<file path="src/rtl/fsqrt_issue_ctrl_pkg.sv">
// Shared constants and types for the FSQRT.S issue/retire sequencer.
// FP32 encodings, fflags bit positions, FSM states and operand classes.
package fsqrt_issue_ctrl_pkg;
    localparam logic [31:0] CANON_NAN = 32'h7FC00000;
    localparam logic [31:0] POS_INF   = 32'h7F800000;

    localparam int FF_NV = 4;
    localparam int FF_DZ = 3;
    localparam int FF_OF = 2;
    localparam int FF_UF = 1;
    localparam int FF_NX = 0;

    typedef enum logic [1:0] {
        ST_IDLE = 2'd0,
        ST_RUN  = 2'd1,
        ST_DONE = 2'd2
    } state_t;

    typedef enum logic [2:0] {
        CLS_SNAN = 3'd0,
        CLS_QNAN = 3'd1,
        CLS_ZERO = 3'd2,
        CLS_NEG  = 3'd3,
        CLS_PINF = 3'd4,
        CLS_PSUB = 3'd5,
        CLS_NORM = 3'd6
    } cls_t;
endpackage

</file>
<file path="src/rtl/fsqrt_issue_ctrl_if.sv">
// Request/response handshake bundle between decode/EX and the fsqrt sequencer.
// master = EX/writeback side, slave = sequencer.
interface fsqrt_issue_ctrl_if #(parameter int DW = 32);
    logic          req_valid;
    logic          req_ready;
    logic [DW-1:0] req_a;
    logic [4:0]    req_rd;
    logic          rsp_valid;
    logic          rsp_ready;
    logic [DW-1:0] rsp_y;
    logic [4:0]    rsp_rd;
    logic [4:0]    rsp_fflags;

    modport master (
        output req_valid, req_a, req_rd, rsp_ready,
        input  req_ready, rsp_valid, rsp_y, rsp_rd, rsp_fflags
    );
    modport slave (
        input  req_valid, req_a, req_rd, rsp_ready,
        output req_ready, rsp_valid, rsp_y, rsp_rd, rsp_fflags
    );
endinterface

</file>
<file path="src/rtl/fsqrt_issue_ctrl_classify.sv">
// Combinational FP32 field classifier used to resolve IEEE special cases at accept time.
module fp32_classify #(
    parameter int DW = 32
) (
    input  logic [DW-1:0] i_a,
    output logic          o_is_snan,
    output logic          o_is_qnan,
    output logic          o_is_zero,
    output logic          o_is_inf,
    output logic          o_is_sub,
    output logic          o_sign
);
    logic [7:0]  w_exp;
    logic [22:0] w_man;

    assign w_exp     = i_a[30:23];
    assign w_man     = i_a[22:0];
    assign o_sign    = i_a[31];
    assign o_is_snan = (w_exp == 8'hFF) && (w_man != '0) && !w_man[22];
    assign o_is_qnan = (w_exp == 8'hFF) && w_man[22];
    assign o_is_inf  = (w_exp == 8'hFF) && (w_man == '0);
    assign o_is_zero = (w_exp == 8'h00) && (w_man == '0);
    assign o_is_sub  = (w_exp == 8'h00) && (w_man != '0);
endmodule

</file>
<file path="src/rtl/fsqrt_issue_ctrl.sv">
// FSQRT.S issue/retire sequencer: resolves special operands locally, launches the
// iterative core otherwise, guards it with a watchdog and holds the result for writeback.
module fsqrt_issue_ctrl
    import fsqrt_issue_ctrl_pkg::*;
#(
    parameter int DW      = 32,
    parameter int TIMEOUT = 64,
    parameter bit FTZ     = 1'b1
) (
    input  logic              clk,
    input  logic              rst_n,
    input  logic              i_flush,
    fsqrt_issue_ctrl_if.slave bus,
    output logic              o_busy,
    output logic              o_timeout_err,
    output logic              o_core_enable,
    output logic [DW-1:0]     o_core_a,
    input  logic              i_core_complete,
    input  logic [DW-1:0]     i_core_y
);
    localparam int CW = $clog2(TIMEOUT + 1);

    state_t        r_state, w_nstate;
    logic [DW-1:0] r_y, r_a;
    logic [4:0]    r_rd, r_ff;
    logic [CW-1:0] r_cnt;
    logic          r_tmo;

    logic          w_snan, w_qnan, w_zero, w_inf, w_sub, w_sign;
    cls_t          w_cls;
    logic [DW-1:0] w_spec_y;
    logic [4:0]    w_spec_ff;
    logic          w_accept, w_special, w_expire;

    fp32_classify #(.DW(DW)) u_cls (
        .i_a       (bus.req_a),
        .o_is_snan (w_snan),
        .o_is_qnan (w_qnan),
        .o_is_zero (w_zero),
        .o_is_inf  (w_inf),
        .o_is_sub  (w_sub),
        .o_sign    (w_sign)
    );

    // NaN checks come before the sign test so a negative NaN is still a NaN.
    always_comb begin
        w_cls = CLS_NORM;
        if (w_snan)             w_cls = CLS_SNAN;
        else if (w_qnan)        w_cls = CLS_QNAN;
        else if (w_zero)        w_cls = CLS_ZERO;
        else if (w_sign)        w_cls = CLS_NEG;
        else if (w_inf)         w_cls = CLS_PINF;
        else if (w_sub && FTZ)  w_cls = CLS_PSUB;
    end

    always_comb begin
        w_spec_y  = CANON_NAN;
        w_spec_ff = '0;
        case (w_cls)
            CLS_SNAN: w_spec_ff[FF_NV] = 1'b1;
            CLS_ZERO: w_spec_y = bus.req_a;
            CLS_NEG:  w_spec_ff[FF_NV] = 1'b1;
            CLS_PINF: w_spec_y = POS_INF;
            CLS_PSUB: begin
                w_spec_y         = '0;
                w_spec_ff[FF_NX] = 1'b1;
            end
            default: ;
        endcase
    end

    assign w_special = (w_cls != CLS_NORM);
    assign w_accept  = bus.req_valid && bus.req_ready;
    assign w_expire  = (r_cnt == CW'(TIMEOUT - 1));

    always_ff @(posedge clk or negedge rst_n) begin
        if (!rst_n) r_state <= ST_IDLE;
        else        r_state <= w_nstate;
    end

    always_comb begin
        w_nstate = r_state;
        case (r_state)
            ST_IDLE: if (w_accept) w_nstate = w_special ? ST_DONE : ST_RUN;
            ST_RUN: begin
                if (i_flush)                           w_nstate = ST_IDLE;
                else if (i_core_complete || w_expire)  w_nstate = ST_DONE;
            end
            ST_DONE: if (i_flush || bus.rsp_ready) w_nstate = ST_IDLE;
            default: w_nstate = ST_IDLE;
        endcase
    end

    // Complete is tested before expiry, so a late core still wins the tie.
    always_ff @(posedge clk or negedge rst_n) begin
        if (!rst_n) begin
            r_y   <= '0;
            r_a   <= '0;
            r_rd  <= '0;
            r_ff  <= '0;
            r_cnt <= '0;
            r_tmo <= 1'b0;
        end else if (r_state == ST_IDLE) begin
            if (w_accept) begin
                r_rd <= bus.req_rd;
                if (w_special) begin
                    r_y  <= w_spec_y;
                    r_ff <= w_spec_ff;
                end else begin
                    r_a   <= bus.req_a;
                    r_cnt <= '0;
                end
            end
        end else if (r_state == ST_RUN && !i_flush) begin
            r_cnt <= r_cnt + 1'b1;
            if (i_core_complete) begin
                r_y  <= i_core_y;
                r_ff <= '0;
            end else if (w_expire) begin
                r_y         <= CANON_NAN;
                r_ff        <= '0;
                r_ff[FF_NV] <= 1'b1;
                r_tmo       <= 1'b1;
            end
        end
    end

    assign bus.req_ready  = (r_state == ST_IDLE) && !i_flush;
    assign bus.rsp_valid  = (r_state == ST_DONE);
    assign bus.rsp_y      = r_y;
    assign bus.rsp_rd     = r_rd;
    assign bus.rsp_fflags = r_ff;
    assign o_busy         = (r_state != ST_IDLE);
    assign o_core_enable  = (r_state == ST_RUN);
    assign o_core_a       = r_a;
    assign o_timeout_err  = r_tmo;
endmodule

</file>
<file path="src/flat_wrapper.sv">
// flat-port wrapper written by rule: the top's interface ports become plain ports
module fsqrt_issue_ctrl_flat import fsqrt_issue_ctrl_pkg::*;
#(
    parameter int DW      = 32,
    parameter int TIMEOUT = 64,
    parameter bit FTZ     = 1'b1
)
  (clk, rst_n, i_flush, o_busy, o_timeout_err, o_core_enable, o_core_a, i_core_complete, i_core_y, bus_req_valid, bus_req_a, bus_req_rd, bus_rsp_ready, bus_req_ready, bus_rsp_valid, bus_rsp_y, bus_rsp_rd, bus_rsp_fflags);
  fsqrt_issue_ctrl_if #(.DW(DW)) bus_i ();
  input  logic clk;
  input  logic rst_n;
  input  logic i_flush;
  output logic o_busy;
  output logic o_timeout_err;
  output logic o_core_enable;
  output logic [DW-1:0] o_core_a;
  input  logic i_core_complete;
  input  logic [DW-1:0] i_core_y;
  input wire logic [$bits(bus_i.req_valid)-1:0] bus_req_valid;
  input wire logic [$bits(bus_i.req_a)-1:0] bus_req_a;
  input wire logic [$bits(bus_i.req_rd)-1:0] bus_req_rd;
  input wire logic [$bits(bus_i.rsp_ready)-1:0] bus_rsp_ready;
  output wire logic [$bits(bus_i.req_ready)-1:0] bus_req_ready;
  output wire logic [$bits(bus_i.rsp_valid)-1:0] bus_rsp_valid;
  output wire logic [$bits(bus_i.rsp_y)-1:0] bus_rsp_y;
  output wire logic [$bits(bus_i.rsp_rd)-1:0] bus_rsp_rd;
  output wire logic [$bits(bus_i.rsp_fflags)-1:0] bus_rsp_fflags;
  assign bus_i.req_valid = bus_req_valid;
  assign bus_i.req_a = bus_req_a;
  assign bus_i.req_rd = bus_req_rd;
  assign bus_i.rsp_ready = bus_rsp_ready;
  assign bus_req_ready = bus_i.req_ready;
  assign bus_rsp_valid = bus_i.rsp_valid;
  assign bus_rsp_y = bus_i.rsp_y;
  assign bus_rsp_rd = bus_i.rsp_rd;
  assign bus_rsp_fflags = bus_i.rsp_fflags;
  fsqrt_issue_ctrl #(.DW(DW), .TIMEOUT(TIMEOUT), .FTZ(FTZ)) u_core (.clk(clk), .rst_n(rst_n), .i_flush(i_flush), .bus(bus_i), .o_busy(o_busy), .o_timeout_err(o_timeout_err), .o_core_enable(o_core_enable), .o_core_a(o_core_a), .i_core_complete(i_core_complete), .i_core_y(i_core_y));
endmodule
</file>
<file path="config.mk">
export PLATFORM = sky130hd
export DESIGN_NAME = fsqrt_issue_ctrl_flat
export DESIGN_NICKNAME = d
export VERILOG_FILES = /design/src/rtl/fsqrt_issue_ctrl_pkg.sv /design/src/rtl/fsqrt_issue_ctrl_if.sv /design/src/rtl/fsqrt_issue_ctrl_classify.sv /design/src/rtl/fsqrt_issue_ctrl.sv /design/src/flat_wrapper.sv
export SDC_FILE = /design/constraint.sdc
export NUM_CORES = 1
export LEC_CHECK = 0
export ABC_CLOCK_PERIOD_IN_PS = 5200
export BUFFER_PORTS_ARGS = -buffer_cell sky130_fd_sc_hd__buf_2
export CORE_MARGIN = 2
export CORE_UTILIZATION = 45
export CTS_CLUSTER_DIAMETER = 80
export DETAILED_ROUTE_END_ITERATION = 7
export PLACE_DENSITY = 0.76
export SYNTH_ARGS = -nofsm -noshare
export SYNTH_HDL_FRONTEND = slang
export SYNTH_SLANG_ARGS = --single-unit
</file>
<file path="constraint.sdc">
create_clock -name clk -period 5.2 [get_ports clk]
set_input_delay 0.52 -clock clk [delete_from_list [all_inputs] [get_ports clk]]
set_output_delay 0.52 -clock clk [all_outputs]
set_load 0.05 [all_outputs]
</file>
== Word level (Yosys, flattened, before mapping) ==
Cells that the tools add are included.

* Register bits after elaboration: 84
* Input bits: 75
* Output and inout port bits: 79
* Word-level logic and storage cells: 84

* $add $sub $neg: 1
* Eq/ne operators: 14
* Multiplexer cells: 31
* Bitwise logic cells: 3
* Reductions and logical operators: 28

{| class="wikitable"
|+ Operator list
! cell !! count
|-
| 32-bit two-way mux || 6
|-
| 32-bit case mux with 3 select lines || 1
|-
| 5-bit two-way mux || 6
|-
| 7-bit two-way mux || 4
|-
| 23-bit zero test || 1
|-
| 23-bit nonzero test || 1
|-
| 3-bit two-way mux || 5
|-
| 2-bit two-way mux || 6
|-
| 1-bit logical AND || 9
|-
| 3-bit AND reduction || 3
|-
| 8-bit equality test (second input constant) || 1
|-
| 8-bit zero test || 1
|-
| 4-bit AND reduction || 2
|-
| 7-bit by 1-bit adder with 7-bit output (second input constant) || 1
|-
| 7-bit by 6-bit equality test with 1-bit output (second input constant) || 1
|-
| 3-bit by 2-bit equality test with 1-bit output (second input constant) || 2
|-
| 3-bit equality test (second input constant) || 2
|-
| 2-bit by 1-bit inequality test with 1-bit output (second input constant) || 3
|-
| 2-bit case mux with 3 select lines || 1
|-
| 2-bit nonzero test || 2
|-
| 3-bit zero test || 1
|-
| 3-bit by 2-bit inequality test with 1-bit output (second input constant) || 1
|-
| 3-bit inequality test (second input constant) || 1
|-
| 1-bit inverter || 3
|-
| 10 further kinds || 13
|}

== Logic depth before layout (Yosys ltp) ==
Gate-level depths: netlist of the first run.

* Depth in word-level cells: 14
* Mapped depth: 8

== Hierarchy ==
From an unflattened synthesis of the first run, not the netlist that was laid out.

* Cell total of the unflattened synthesis: 375
* Area total of the unflattened synthesis: 3963.8 um2

{| class="wikitable"
|+ By module, submodules not included
! module !! times used !! cells an instance !! area each (um2) !! sequential area each (um2)
|-
| fsqrt_issue_ctrl || 1 || 353 || 3806.2 || 2026.9
|-
| fp32_classify || 1 || 22 || 157.7 || 0.0
|}

== Worst setup path after synthesis of the first run ==
No wires, ideal clock.

* Path type: in2reg
* Start: input port bus_req_a[28]
* End: register u_core.r_y[23] (netlist: u_core.bus.rsp_y[23])
* Library setup time: 0.133 ns
* Arrival time: 1.841 ns
* Slack: 3.226 ns
* Stages on the path: 5
* Buffers on the path: 0
* Path through: nor4_1 > nand2_1 > or3_1 > o221ai_4 > o21ai_0

* Longest elaborated chain between the ends: 13

{| class="wikitable"
|+ Ends and longest elaborated chain
! element !! line !! source
|-
| start, declared || flat_wrapper.sv:20 || <nowiki>input wire logic [$bits(bus_i.req_a)-1:0] bus_req_a;</nowiki>
|-
| 8-bit zero test || fsqrt_issue_ctrl_classify.sv:22, fsqrt_issue_ctrl_classify.sv:23 ||
|-
| 1-bit logical AND || fsqrt_issue_ctrl_classify.sv:23 || <nowiki>assign o_is_sub = (w_exp == 8'h00) && (w_man != '0);</nowiki>
|-
| 2-bit two-way mux || fsqrt_issue_ctrl.sv:53 || <nowiki>else if (w_sub && FTZ) w_cls = CLS_PSUB;</nowiki>
|-
| 3-bit two-way mux || fsqrt_issue_ctrl.sv:52 || <nowiki>else if (w_inf) w_cls = CLS_PINF;</nowiki>
|-
| 3-bit two-way mux || fsqrt_issue_ctrl.sv:51 || <nowiki>else if (w_sign) w_cls = CLS_NEG;</nowiki>
|-
| 3-bit two-way mux || fsqrt_issue_ctrl.sv:50 || <nowiki>else if (w_zero) w_cls = CLS_ZERO;</nowiki>
|-
| 3-bit two-way mux || fsqrt_issue_ctrl.sv:49 || <nowiki>else if (w_qnan) w_cls = CLS_QNAN;</nowiki>
|-
| 3-bit two-way mux (*) || fsqrt_issue_ctrl.sv:48 || <nowiki>if (w_snan) w_cls = CLS_SNAN;</nowiki>
|-
| 3-bit equality test / 3-bit by 2-bit equality test with 1-bit output (equally long branches) || fsqrt_issue_ctrl.sv:59 || <nowiki>case (w_cls)</nowiki>
|-
| 32-bit case mux with 3 select lines || fsqrt_issue_ctrl.sv:59 ||
|-
| 32-bit two-way mux || fsqrt_issue_ctrl.sv:106 || <nowiki>if (w_special) begin</nowiki>
|-
| 32-bit two-way mux || fsqrt_issue_ctrl.sv:104 || <nowiki>if (w_accept) begin</nowiki>
|-
| 32-bit two-way mux || fsqrt_issue_ctrl.sv:103 || <nowiki>end else if (r_state == ST_IDLE) begin</nowiki>
|-
| end signal, assigned || fsqrt_issue_ctrl.sv:107 || <nowiki>r_y <= w_spec_y;</nowiki>
|-
| end signal, assigned || fsqrt_issue_ctrl.sv:117 || <nowiki>r_y <= i_core_y;</nowiki>
|-
| end, declared || fsqrt_issue_ctrl.sv:24 || <nowiki>logic [DW-1:0] r_y, r_a;</nowiki>
|}

Mark *: on every way between the ends. The rest lies on a longest branch, timed or not. The select of a mux whose other input is x is not followed.
A chain may end at the register's enable or synchronous reset.

== Worst setup path after layout of the first run ==
* Start: register u_core.r_state[0]
* End: register u_core.r_a[26] (netlist: u_core.o_core_a[26])

* Longest elaborated chain between the ends: 4

{| class="wikitable"
|+ Ends and longest elaborated chain
! element !! line !! source
|-
| start, declared || fsqrt_issue_ctrl.sv:23 || <nowiki>state_t r_state, w_nstate;</nowiki>
|-
| start signal, assigned || fsqrt_issue_ctrl.sv:78 || <nowiki>else r_state <= w_nstate;</nowiki>
|-
| 2-bit zero test (*) || fsqrt_issue_ctrl.sv:103, fsqrt_issue_ctrl.sv:128 ||
|-
| 1-bit logical AND || fsqrt_issue_ctrl.sv:128 || <nowiki>assign bus.req_ready = (r_state == ST_IDLE) && !i_flush;</nowiki>
|-
| 1-bit logical AND || fsqrt_issue_ctrl.sv:73 || <nowiki>assign w_accept = bus.req_valid && bus.req_ready;</nowiki>
|-
| 3-bit AND reduction (no source line) (*) || -- ||
|-
| end signal, assigned || fsqrt_issue_ctrl.sv:110 || <nowiki>r_a <= bus.req_a;</nowiki>
|-
| end, declared || fsqrt_issue_ctrl.sv:24 ||
|}

Mark *: on every way between the ends. The rest lies on a longest branch, timed or not.

==> qor.csv, run 1 <==
metric,value,unit
Reg2Reg Launch Point,u_core.r_state[0]$_DFFE_PN0P_,
leak pwr,2.37,nW
"Hold Vio Cnt, Final",0,
Final nets,541,
leading post-synthesis cells by cell area,"dfrtp_1 56%, mux2_4 10%, nand2_1 6.8%",
Finished Cell Area,4620,um^2
max-cap viol count,0,
Crit Path Max Fanout,37,
Worst R2R Path Depth,5,
Synth async-reset ratio,1.00,
"Slew Viols, Final",0,
DP HPWL,6220,um
Post-CTS Resized,0,
Max Clock Freq,405,MHz
area grow syn2layout,28.1,%
worst IR drop on VDD,0.000194,V
Root Driver,clkbuf_8,
GRT Residual Overflow,0,
data required time of the worst path,5.42,ns
via count,2915,
RSZ-0062 raised after global routing,no,
DR pass1 iterations,4,
R2R Setup Slk,2.73,ns
switching portion of total power,0.430,
share of layout cells above drive strength 1,0.447,
vias in the first global route,2721,
CP max-delay cell,nand3_4,
H-tree depth,3,
Diodes inserted,0,
Mean Syn Cell Area,11.4,um^2
Final min period,2.47,ns
Max Root-Sink Buffers,2,
CP Launch Type,register,
clk_lat worst skew,0.34,ns
fin crit share,0.475,
FF+latch area,2030,um^2
Placed Area,4410,um^2
CTS tree,yes,
PortBufs,150,
setup TNS,0,ns
hold buffer count at cts,0,
DIE AREA,8750,um^2
Layout fillers,672,
placement row count,32,
run status,"complete, no violations",
TritonCTS buffer count,9,
CTS sink cnt,81,
combinational cell fraction of total power,0.402,
Hold/Removal Path Class,primary input to asynchronous set/reset pin,
"commonest cells after routing, fill and taps aside","149 x buf_2, 81 x dfrtp_1, 65 x nand2_1, 36 x o21ai_0, 25 x mux2_4",
Initial Utilization,0.467,
Post-CTS Setup Repair Bufs,0,
post-synth top area share,0.562,
final wirelength,8540,um
Syn Inst Count,317,
Worst Tran Pin Value,1.00,ns
Post-synth EDFFs,0,
R2R Path End,u_core.o_core_a[26]$_DFFE_PN0P_,
Routability Congestion,0.795,
hold slack,0.331,ns
clock-pin slew on the worst setup and hold paths,0.08,ns
core area,7730,um^2
"Setup violations, final",0,
Netlist cell types,39,
via density per instance,5.10,
register area share after synthesis,0.562,
Post-Syn Area,3610,um^2
DRC,0,
#FFs+latches synth,81,
initial antenna violation count,0,
Synth warnings,0,
gr usage total,0.197,
DRT iter0 DRCs,201,
final design utilization,0.598,
Max-slew headroom,0.333,
WP data arrival,2.69,ns
area occupied by multi-input gates,1470,um^2
CP startpoint,u_core.r_state[0]$_DFFE_PN0P_,
post-route ant nets,0,
"Primary FF master, synth",dfrtp_1,
Pwr per Cell Area,482,nW/um^2
Worst Setup End Kind,register,
"commonest non-fill, non-tap cell in the layout",buf_2,
height of the chip,93.5,um
wire per inst,14.9,um
Psw,0.958,mW
CP max stage delay,0.59,ns
Clk pwr share,0.217,
largest area contributor in the netlist,dfrtp_1,
kind of critical path,register to register,
critical-path cell list,"nor2_4, inv_4, nor3b_4, nand3_4, mux2_4",
Power Internal,1.27,mW
Seq pwr share,0.381,
largest net degree at the start of global routing,82,
Die Width,93.5,um
final worst clock skew,0.0119,ns
IO Count,154,
global-route wire length before repair,13500,um
[metal layers]
layer / part of all wire / wire length (um) / global-route usage
met2: 0.50 / 4300 / 0.320
met4: 0.014 / 116 / 0.0711
met3: 0.045 / 382 / 0.0338
met5: 0 / 0 / 0
met1: 0.44 / 3740 / 0.266
[cell type report]
cell class	instances	share of cell area
tap	102	0.0276
multi-input combinational	216	0.317
sequential	81	0.439
inverter	6	0.00542
clock buffer	12	0.0357
clock inverter	4	0.0108
timing repair buffer	151	0.165
[per-stage QoR]
stage / std cells / power [mW] / setup WS [ns]
finish: 572 / 2.23 / 2.73
detailed placement: 556 / 1.76 / 2.62
CTS: 572 / 2.24 / 2.74
global placement: 556 / 1.74 / 2.64
floorplan: 319 / 1.53 / 3.23
global route: 572 / 2.33 / 2.61
[worst max-delay path by stage]
stage                                       end  slack, ns  depth (start not counted)
6_report        u_core.o_core_a[26]$_DFFE_PN0P_       2.73                          5
5_1_grt         u_core.o_core_a[10]$_DFFE_PN0P_       2.61                          5
4_1_cts         u_core.o_core_a[26]$_DFFE_PN0P_       2.74                          5
3_5_place_dp    u_core.o_core_a[10]$_DFFE_PN0P_       2.62                          5
3_3_place_gp    u_core.o_core_a[10]$_DFFE_PN0P_       2.64                          5
2_1_floorplan  u_core.bus.rsp_y[23]$_DFFE_PN0P_       3.23                          5
[flip-flops by register name, summed over array words and instances, names as in the netlist]
name / count
u_core.bus.rsp_y: 32
u_core.bus.rsp_fflags: 2
u_core.r_state: 2
u_core.o_timeout_err: 1
u_core.bus.rsp_rd: 5
u_core.o_core_a: 32
u_core.r_cnt: 7
[worst max-delay path: cells and delay by family, from the launching register on]
kind | cells | cell delay [ns]
AND/OR/NAND/NOR | 3 | 1.26
multiplexers | 1 | 0.50
flip-flops | 1 | 0.45
buffers and inverters | 1 | 0.11
[cell families (layout without fill, tap and decap cells)]
kind of cell	Yosys count	in the layout	share of synthesized area
AO/OA/AOI/OAI	58	58	0.101
adder cells (fa/ha/maj)	1	1	0.00347
buffers and inverters	22	173	0.0337
multiplexers	41	41	0.152
flip-flops	81	81	0.562
other	1	3	0.00104
AND/OR/NAND/NOR	113	113	0.146
[cells in the mapped netlist, drive strengths merged, types with 4 or more instances]
| cell | count |
|---|---|
| dfrtp | 81 |
| o21ai | 37 |
| clkbuf | 8 |
| nand2 | 65 |
| inv | 6 |
| mux2 | 36 |
| o31ai | 4 |
| nor4 | 8 |
| nor2 | 17 |
| buf | 8 |
| mux2i | 5 |
| nand3 | 4 |
| a21oi | 6 |
[power by group through the flow]
stage / logic [mW] / clock network [mW] / registers, mW
after detailed placement: 0.902 / 0 / 0.859
final: 0.896 / 0.483 / 0.849
after global placement: 0.886 / 0 / 0.856
after CTS: 0.902 / 0.492 / 0.849
after floorplan: 0.228 / 0 / 1.30
after global routing: 0.939 / 0.521 / 0.867
Power figures use the tool's default switching activity.
==> run 2, diff against run 1 <==
--- a/config.mk
+++ b/config.mk
@@ -5,10 +5,11 @@
 export SDC_FILE = /design/constraint.sdc
 export NUM_CORES = 1
 export LEC_CHECK = 0
-export ABC_CLOCK_PERIOD_IN_PS = 5200
+export ABC_AREA = 1
+export ABC_CLOCK_PERIOD_IN_PS = 2200
 export BUFFER_PORTS_ARGS = -buffer_cell sky130_fd_sc_hd__buf_2
 export CORE_MARGIN = 2
-export CORE_UTILIZATION = 45
+export CORE_UTILIZATION = 44
 export CTS_CLUSTER_DIAMETER = 80
 export DETAILED_ROUTE_END_ITERATION = 7
 export PLACE_DENSITY = 0.76
==> constraint.sdc (replaced) <==
create_clock -name clk -period 2.2 [get_ports clk]
set_input_delay 0.22 -clock clk [delete_from_list [all_inputs] [get_ports clk]]
set_output_delay 0.22 -clock clk [all_outputs]
set_load 0.05 [all_outputs]
==> qor.csv, run 2 <==
metric,value,unit,change
run status,"complete, no violations",,unchanged
height of the chip,98.4,um,was 93.5 um
DRC,0,,unchanged
R2R Path End,u_core.bus.rsp_y[5]$_DFFE_PN0P_,,was u_core.o_core_a[26]$_DFFE_PN0P_
Worst Tran Pin Value,0.541,ns,was 1.00 ns
CTS tree,yes,,unchanged
Mean Syn Cell Area,7.81,um^2,was 11.4 um^2
CTS sink cnt,81,,unchanged
worst IR drop on VDD,0.000456,V,was 0.000194 V
gr usage total,0.208,,was 0.197
final wirelength,9870,um,was 8540 um
"Slew Viols, Final",0,,unchanged
Final min period,1.86,ns,was 2.47 ns
"Primary FF master, synth",dfrtp_1,,unchanged
setup TNS,0,ns,unchanged
RSZ-0062 raised after global routing,no,,unchanged
Root Driver,clkbuf_8,,unchanged
Post-Syn Area,3920,um^2,was 3610 um^2
clk_lat worst skew,0.35,ns,was 0.34 ns
final worst clock skew,0.0109,ns,was 0.0119 ns
total design power,5.35,mW,was 2.23 mW
share of layout cells above drive strength 1,0.316,,was 0.447
data required time of the worst path,2.43,ns,was 5.42 ns
clock-pin slew on the worst setup and hold paths,0.08,ns,about the same
Initial Utilization,0.452,,was 0.467
#FFs+latches synth,81,,unchanged
Post-CTS Setup Repair Bufs,0,,unchanged
largest area contributor in the netlist,dfrtp_1,,unchanged
DRT iter0 DRCs,147,,was 201
TritonCTS buffer count,9,,unchanged
global-route wire length before repair,16400,um,"was 13,500 um"
Worst R2R Path Depth,10,,was 5
largest net degree at the start of global routing,43,,was 82
Synth warnings,0,,unchanged
final design utilization,0.576,,was 0.598
Worst Setup End Kind,register,,unchanged
H-tree depth,3,,unchanged
Routability Congestion,0.857,,was 0.795
worst setup path endpoint,u_core.bus.rsp_y[5]$_DFFE_PN0P_,,was u_core.o_core_a[26]$_DFFE_PN0P_
PortBufs,150,,unchanged
post-route ant nets,0,,unchanged
Die Width,98.4,um,was 93.5 um
"commonest cells after routing, fill and taps aside","262 x nand2_1, 149 x buf_2, 81 x dfrtp_1, 50 x nor2_1, 17 x o21ai_0",,"was 149 x buf_2, 81 x dfrtp_1, 65 x nand2_1, 36 x o21ai_0, 25 x mux2_4"
Syn Inst Count,502,,was 317
Hold/Removal Path Class,primary input to register,,was primary input to asynchronous set/reset pin
"Setup violations, final",0,,unchanged
initial antenna violation count,0,,unchanged
vias in the first global route,3671,,"was 2,721"
Max Clock Freq,539,MHz,was 405 MHz
CP Launch Type,register,,unchanged
kind of critical path,register to register,,unchanged
Synth async-reset ratio,1.00,,unchanged
CP startpoint,u_core.r_cnt[1]$_DFFE_PN0P_,,was u_core.r_state[0]$_DFFE_PN0P_
wire per inst,12.9,um,was 14.9 um
"Hold Vio Cnt, Final",0,,unchanged
core area,8680,um^2,was 7730 um^2
"commonest non-fill, non-tap cell in the layout",nand2_1,,was buf_2
max-cap viol count,0,,unchanged
R2R Setup Slk,0.34,ns,was 2.73 ns
Pwr per Cell Area,1070,nW/um^2,was 482 nW/um^2
via count,3667,,"was 2,915"
GRT Residual Overflow,0,,unchanged
WP data arrival,2.08,ns,was 2.69 ns
via density per instance,4.81,,was 5.10
area grow syn2layout,27.5,%,was 28.1%
Final nets,726,,was 541
Max-slew headroom,0.639,,was 0.333
Netlist cell types,31,,was 39
DIE AREA,9680,um^2,was 8750 um^2
fin crit share,0.843,,was 0.475
Post-synth EDFFs,0,,unchanged
Reg2Reg Launch Point,u_core.r_cnt[1]$_DFFE_PN0P_,,was u_core.r_state[0]$_DFFE_PN0P_
synth cell count leaders,"262 x nand2_1, 81 x dfrtp_1, 51 x nor2_1",,"was 81 x dfrtp_1, 65 x nand2_1, 36 x o21ai_0"
Diodes inserted,0,,unchanged
post-synth top area share,0.517,,was 0.562
IO Count,154,,unchanged
leading post-synthesis cells by cell area,"dfrtp_1 52%, nand2_1 25%, nor2_1 4.9%",,"was dfrtp_1 56%, mux2_4 10%, nand2_1 6.8%"
register area share after synthesis,0.517,,was 0.562
DP HPWL,7140,um,was 6220 um
placement row count,34,,was 32
leak pwr,2.87,nW,was 2.37 nW
Crit Path Max Fanout,35,,was 37
DR pass1 iterations,4,,unchanged
Max Root-Sink Buffers,2,,unchanged
cell with the most instances after synthesis,nand2_1,,was dfrtp_1
==> run 2: cell count changes in the layout (fill, tap and decap cells not counted), moves of 10 or more <==
cell	before	now
nand2_2	0	10
mux2_4	25	0
nand2_1	65	262
o21ai_0	36	17
nor2_1	16	50
==> run 2: metrics by stage <==
stage	setup WS [ns]	hold WS [ns]	instance area, um^2	instances
3_3_place_gp	0.347	0.236	4760	746
4_1_cts	0.347	0.0729	5000	763
3_5_place_dp	0.290	0.243	4760	746
5_1_grt	0.188	0.0813	5000	763
6_report	0.345	0.0847	5000	763
2_1_floorplan	0.0673	-0.0756	3930	504
==> run 2: worst min path at each step <==
stage	to	from	cells after the start	slack [ns]
5_1_grt	u_core.o_core_a[7]$_DFFE_PN0P_	bus_req_a[7]	3	0.08
3_3_place_gp	u_core.o_core_a[31]$_DFFE_PN0P_	rst_n	1	0.24
4_1_cts	u_core.o_core_a[7]$_DFFE_PN0P_	bus_req_a[7]	3	0.07
2_1_floorplan	u_core.bus.rsp_fflags[0]$_DFFE_PN0P_	rst_n	0	-0.08
3_5_place_dp	u_core.o_core_a[31]$_DFFE_PN0P_	rst_n	1	0.24
6_report	u_core.o_core_a[16]$_DFFE_PN0P_	bus_req_a[16]	3	0.08
==> run 2: cell type report <==
cell class                 instances  area [um^2]
inverter                          14         52.6
timing repair buffer             159          861
clock buffer                      11          131
sequential                        81         2030
tap                              108          135
clock inverter                     5          104
multi-input combinational        385         1690
fill                             820         3680
==> run 2: metal layers <==
| metal | GRT usage | up-vias | share of wire |
|---|---|---|---|
| met5 | 0 | - | 0 |
| met4 | 0.0927 | 0 | 0.028 |
| met3 | 0.0444 | 22 | 0.059 |
| met2 | 0.352 | 128 | 0.49 |
| met1 | 0.257 | 1695 | 0.42 |
| li1 | - | 1822 | - |
==> run 2: critical path: stages (launching register included) <==
cell	delay (ns)
dfrtp_1	0.38
ha_1	0.21
nand2_1	0.08
nor2_1	0.11
nand2_1	0.10
nor2_1	0.22
o21ai_2	0.12
o21bai_4	0.19
buf_12	0.18
nand2_1	0.07
nand2_1	0.06
==> run 2: what timing repair did <==
action	4_1_cts	5_1_grt
resized for setup	0	0
hold buffers	1	0
hold endpoints to repair	39	0
endpoints found under the setup margin	0	0
==> run 2: kinds of logic (layout without fill, tap and decap cells) <==
logic type	count (synthesis)	after routing	share of synthesized area
compound gates	22	22	0.0351
xor+xnor	3	3	0.00670
fa+ha+maj	1	1	0.00319
buf+inv	38	189	0.0546
flops	81	81	0.517
mux	5	5	0.0144
other cells	1	3	0.000956
simple gates	351	351	0.368
==> run 2: report_power, final <==
group	internal [mW]	switching [mW]	leakage [nW]	total, mW
combinational	0.480	1.59	1.70	2.07
clock	0.756	0.531	0.118	1.29
sequential	1.80	0.185	1.05	1.99
==> run 3, diff against run 2 <==
--- a/config.mk
+++ b/config.mk
@@ -5,11 +5,11 @@
 export SDC_FILE = /design/constraint.sdc
 export NUM_CORES = 1
 export LEC_CHECK = 0
-export ABC_AREA = 1
-export ABC_CLOCK_PERIOD_IN_PS = 2200
+export ABC_AREA = 0
+export ABC_CLOCK_PERIOD_IN_PS = 1800
 export BUFFER_PORTS_ARGS = -buffer_cell sky130_fd_sc_hd__buf_2
 export CORE_MARGIN = 2
-export CORE_UTILIZATION = 44
+export CORE_UTILIZATION = 45
 export CTS_CLUSTER_DIAMETER = 80
 export DETAILED_ROUTE_END_ITERATION = 7
 export PLACE_DENSITY = 0.76
==> constraint.sdc (replaced) <==
create_clock -name clk -period 1.8 [get_ports clk]
set_input_delay 0.18 -clock clk [delete_from_list [all_inputs] [get_ports clk]]
set_output_delay 0.18 -clock clk [all_outputs]
set_load 0.05 [all_outputs]
==> qor.csv, run 3 (synthesized netlist as in run 1, its figures left out) <==
metric,value,unit,change
data required time of the worst path,2.06,ns,was 2.43 ns
Hold/Removal Path Class,primary input to register,,unchanged
DIE AREA,8750,um^2,was 9680 um^2
post-route ant nets,0,,unchanged
max-cap viol count,0,,unchanged
Clk pwr share,0.241,,was 0.240
Routability Congestion,0.839,,was 0.857
height of the chip,93.5,um,was 98.4 um
Place WS,-0.167,ns,was 0.290 ns
CTS tree,yes,,unchanged
clk_lat worst skew,0.36,ns,was 0.35 ns
CP max stage delay,0.38,ns,about the same
final wirelength,9350,um,was 9870 um
CTS sink cnt,81,,unchanged
Worst Slack Setup Final,0.0295,ns,was 0.345 ns
"Slew Viols, Final",0,,unchanged
core area,7730,um^2,was 8680 um^2
Pwr per Cell Area,1360,nW/um^2,was 1070 nW/um^2
"commonest cells after routing, fill and taps aside","149 x buf_2, 81 x dfrtp_1, 65 x nand2_1, 33 x o21ai_0, 25 x mux2_4",,"was 262 x nand2_1, 149 x buf_2, 81 x dfrtp_1, 50 x nor2_1, 17 x o21ai_0"
DRT iter0 DRCs,117,,was 147
PortBufs,150,,unchanged
setup TNS,0,ns,unchanged
RSZ-0062 raised after global routing,yes,,was no
vias in the first global route,3045,,"was 3,671"
WP data arrival,2.03,ns,was 2.08 ns
run status,"complete, no violations",,unchanged
leak pwr,2.60,nW,was 2.87 nW
IO Count,154,,unchanged
"Hold Vio Cnt, Final",0,,unchanged
initial antenna violation count,0,,unchanged
Root Driver,clkbuf_8,,unchanged
via density per instance,5.14,,was 4.81
switching portion of total power,0.416,,was 0.432
worst IR drop on VDD,0.000662,V,was 0.000456 V
Max Clock Freq,565,MHz,was 539 MHz
gr usage total,0.216,,was 0.208
Final nets,571,,was 726
global-route wire length before repair,14500,um,"was 16,400 um"
wire per inst,15.5,um,was 12.9 um
Crit Path Max Fanout,4,,was 35
DRC,0,,unchanged
Seq pwr share,0.358,,was 0.372
combinational cell fraction of total power,0.401,,was 0.388
Psw,2.84,mW,was 2.31 mW
share of layout cells above drive strength 1,0.490,,was 0.316
clock-pin slew on the worst setup and hold paths,0.09,ns,was 0.08 ns
Worst Setup End Kind,register,,unchanged
CP max-delay cell,dfrtp_1,,unchanged
fin crit share,0.984,,was 0.843
critical-path cell list,"ha_2, and3_4, a311oi_2, a211o_2, buf_4, o41ai_4",,"was ha_1, nand2_1, nor2_1, nand2_1, nor2_1, o21ai_2, o21bai_4, buf_12, nand2_1, nand2_1"
DR pass1 iterations,4,,unchanged
Power Internal,4.00,mW,was 3.04 mW
kind of critical path,register to register,,unchanged
final worst clock skew,0.0118,ns,was 0.0109 ns
TritonCTS buffer count,9,,unchanged
via count,3095,,"was 3,667"
GRT Residual Overflow,0,,unchanged
CP Launch Type,register,,unchanged
"Setup violations, final",0,,unchanged
Die Width,93.5,um,was 98.4 um
area grow syn2layout,39.3,%,was 27.5%
Final min period,1.77,ns,was 1.86 ns
Max Root-Sink Buffers,2,,unchanged
Max-slew headroom,0.606,,was 0.639
Worst Tran Pin Value,0.590,ns,was 0.541 ns
Diodes inserted,0,,unchanged
placement row count,32,,was 34
H-tree depth,3,,unchanged
"commonest non-fill, non-tap cell in the layout",buf_2,,was nand2_1
largest net degree at the start of global routing,49,,was 43
DP HPWL,6980,um,was 7140 um
Initial Utilization,0.467,,was 0.452
-- run 3: per-layer routing --
metal / vias to the layer above / share of wire / global-route usage / wire (um)
met4: 0 / 0.031 / 0.119 / 294
met5: - / 0 / 0 / 0
met2: 86 / 0.53 / 0.370 / 4920
met1: 1522 / 0.40 / 0.261 / 3780
li1: 1465 / - / - / -
met3: 22 / 0.039 / 0.0306 / 362
-- run 3: layout make-up --
type | count | area [um^2]
Clock buffer | 10 | 138
Inverter | 6 | 27.5
Clock inverter | 6 | 113
Timing Repair Buffer | 181 | 1090
Multi-Input combinational cell | 216 | 1500
Fill cell | 619 | 2700
Sequential cell | 81 | 2030
Tap cell | 102 | 128
-- run 3: worst paths after layout --
path,start,end,slack [ns],cells after the start
hold reg to reg,u_core.bus.rsp_y[4]$_DFFE_PN0P_,u_core.bus.rsp_y[4]$_DFFE_PN0P_,0.48,2
setup / recovery,u_core.r_cnt[1]$_DFFE_PN0P_,u_core.bus.rsp_fflags[0]$_DFFE_PN0P_,0.03,6
setup reg to reg,u_core.r_cnt[1]$_DFFE_PN0P_,u_core.bus.rsp_fflags[0]$_DFFE_PN0P_,0.03,6
max in group asynchronous,rst_n,u_core.o_core_a[24]$_DFFE_PN0P_,0.79,3
hold / removal,i_core_y[16],u_core.bus.rsp_y[16]$_DFFE_PN0P_,0.05,3
min in group asynchronous,rst_n,u_core.o_core_a[31]$_DFFE_PN0P_,0.36,2
-- run 3: what timing repair did --
item / in CTS / in global routing
cloned: 0 / 1
pin swaps: 2 / 2
endpoints found under the hold margin: 44 / 0
setup buffers: 1 / 3
resized for setup: 2 / 10
hold buffers: 2 / 0
endpoints found under the setup margin: 15 / 26
-- run 3: metrics by stage --
stage               power (mW)  area [um^2]  instances  utilization  hold slack (ns)
global route              7.14         5020        602        0.650           0.0568
global placement          5.12         4640        579        0.601            0.209
floorplan                 4.41         3620        319            -           -0.116
CTS                       6.85         4930        598        0.638           0.0383
finish                    6.84         5020        602        0.650           0.0500
detailed placement        5.18         4640        579        0.601            0.219
-- run 3: power groups by stage --
| stage | Sequential, mW | Combinational [mW] | Clock [mW] |
|---|---|---|---|
| floorplan | 3.75 | 0.661 | 0 |
| global placement | 2.45 | 2.66 | 0 |
| detailed placement | 2.48 | 2.70 | 0 |
| CTS | 2.45 | 2.72 | 1.68 |
| global route | 2.50 | 2.89 | 1.75 |
| finish | 2.45 | 2.74 | 1.65 |
-- run 3: worst max-delay path, delay by kind of cell, from the launching register on --
kind            cells  cell delay (ns)
simple gates        1             0.19
buf+inv             1             0.17
compound gates      3             0.76
fa+ha+maj           1             0.19
flops               1             0.38
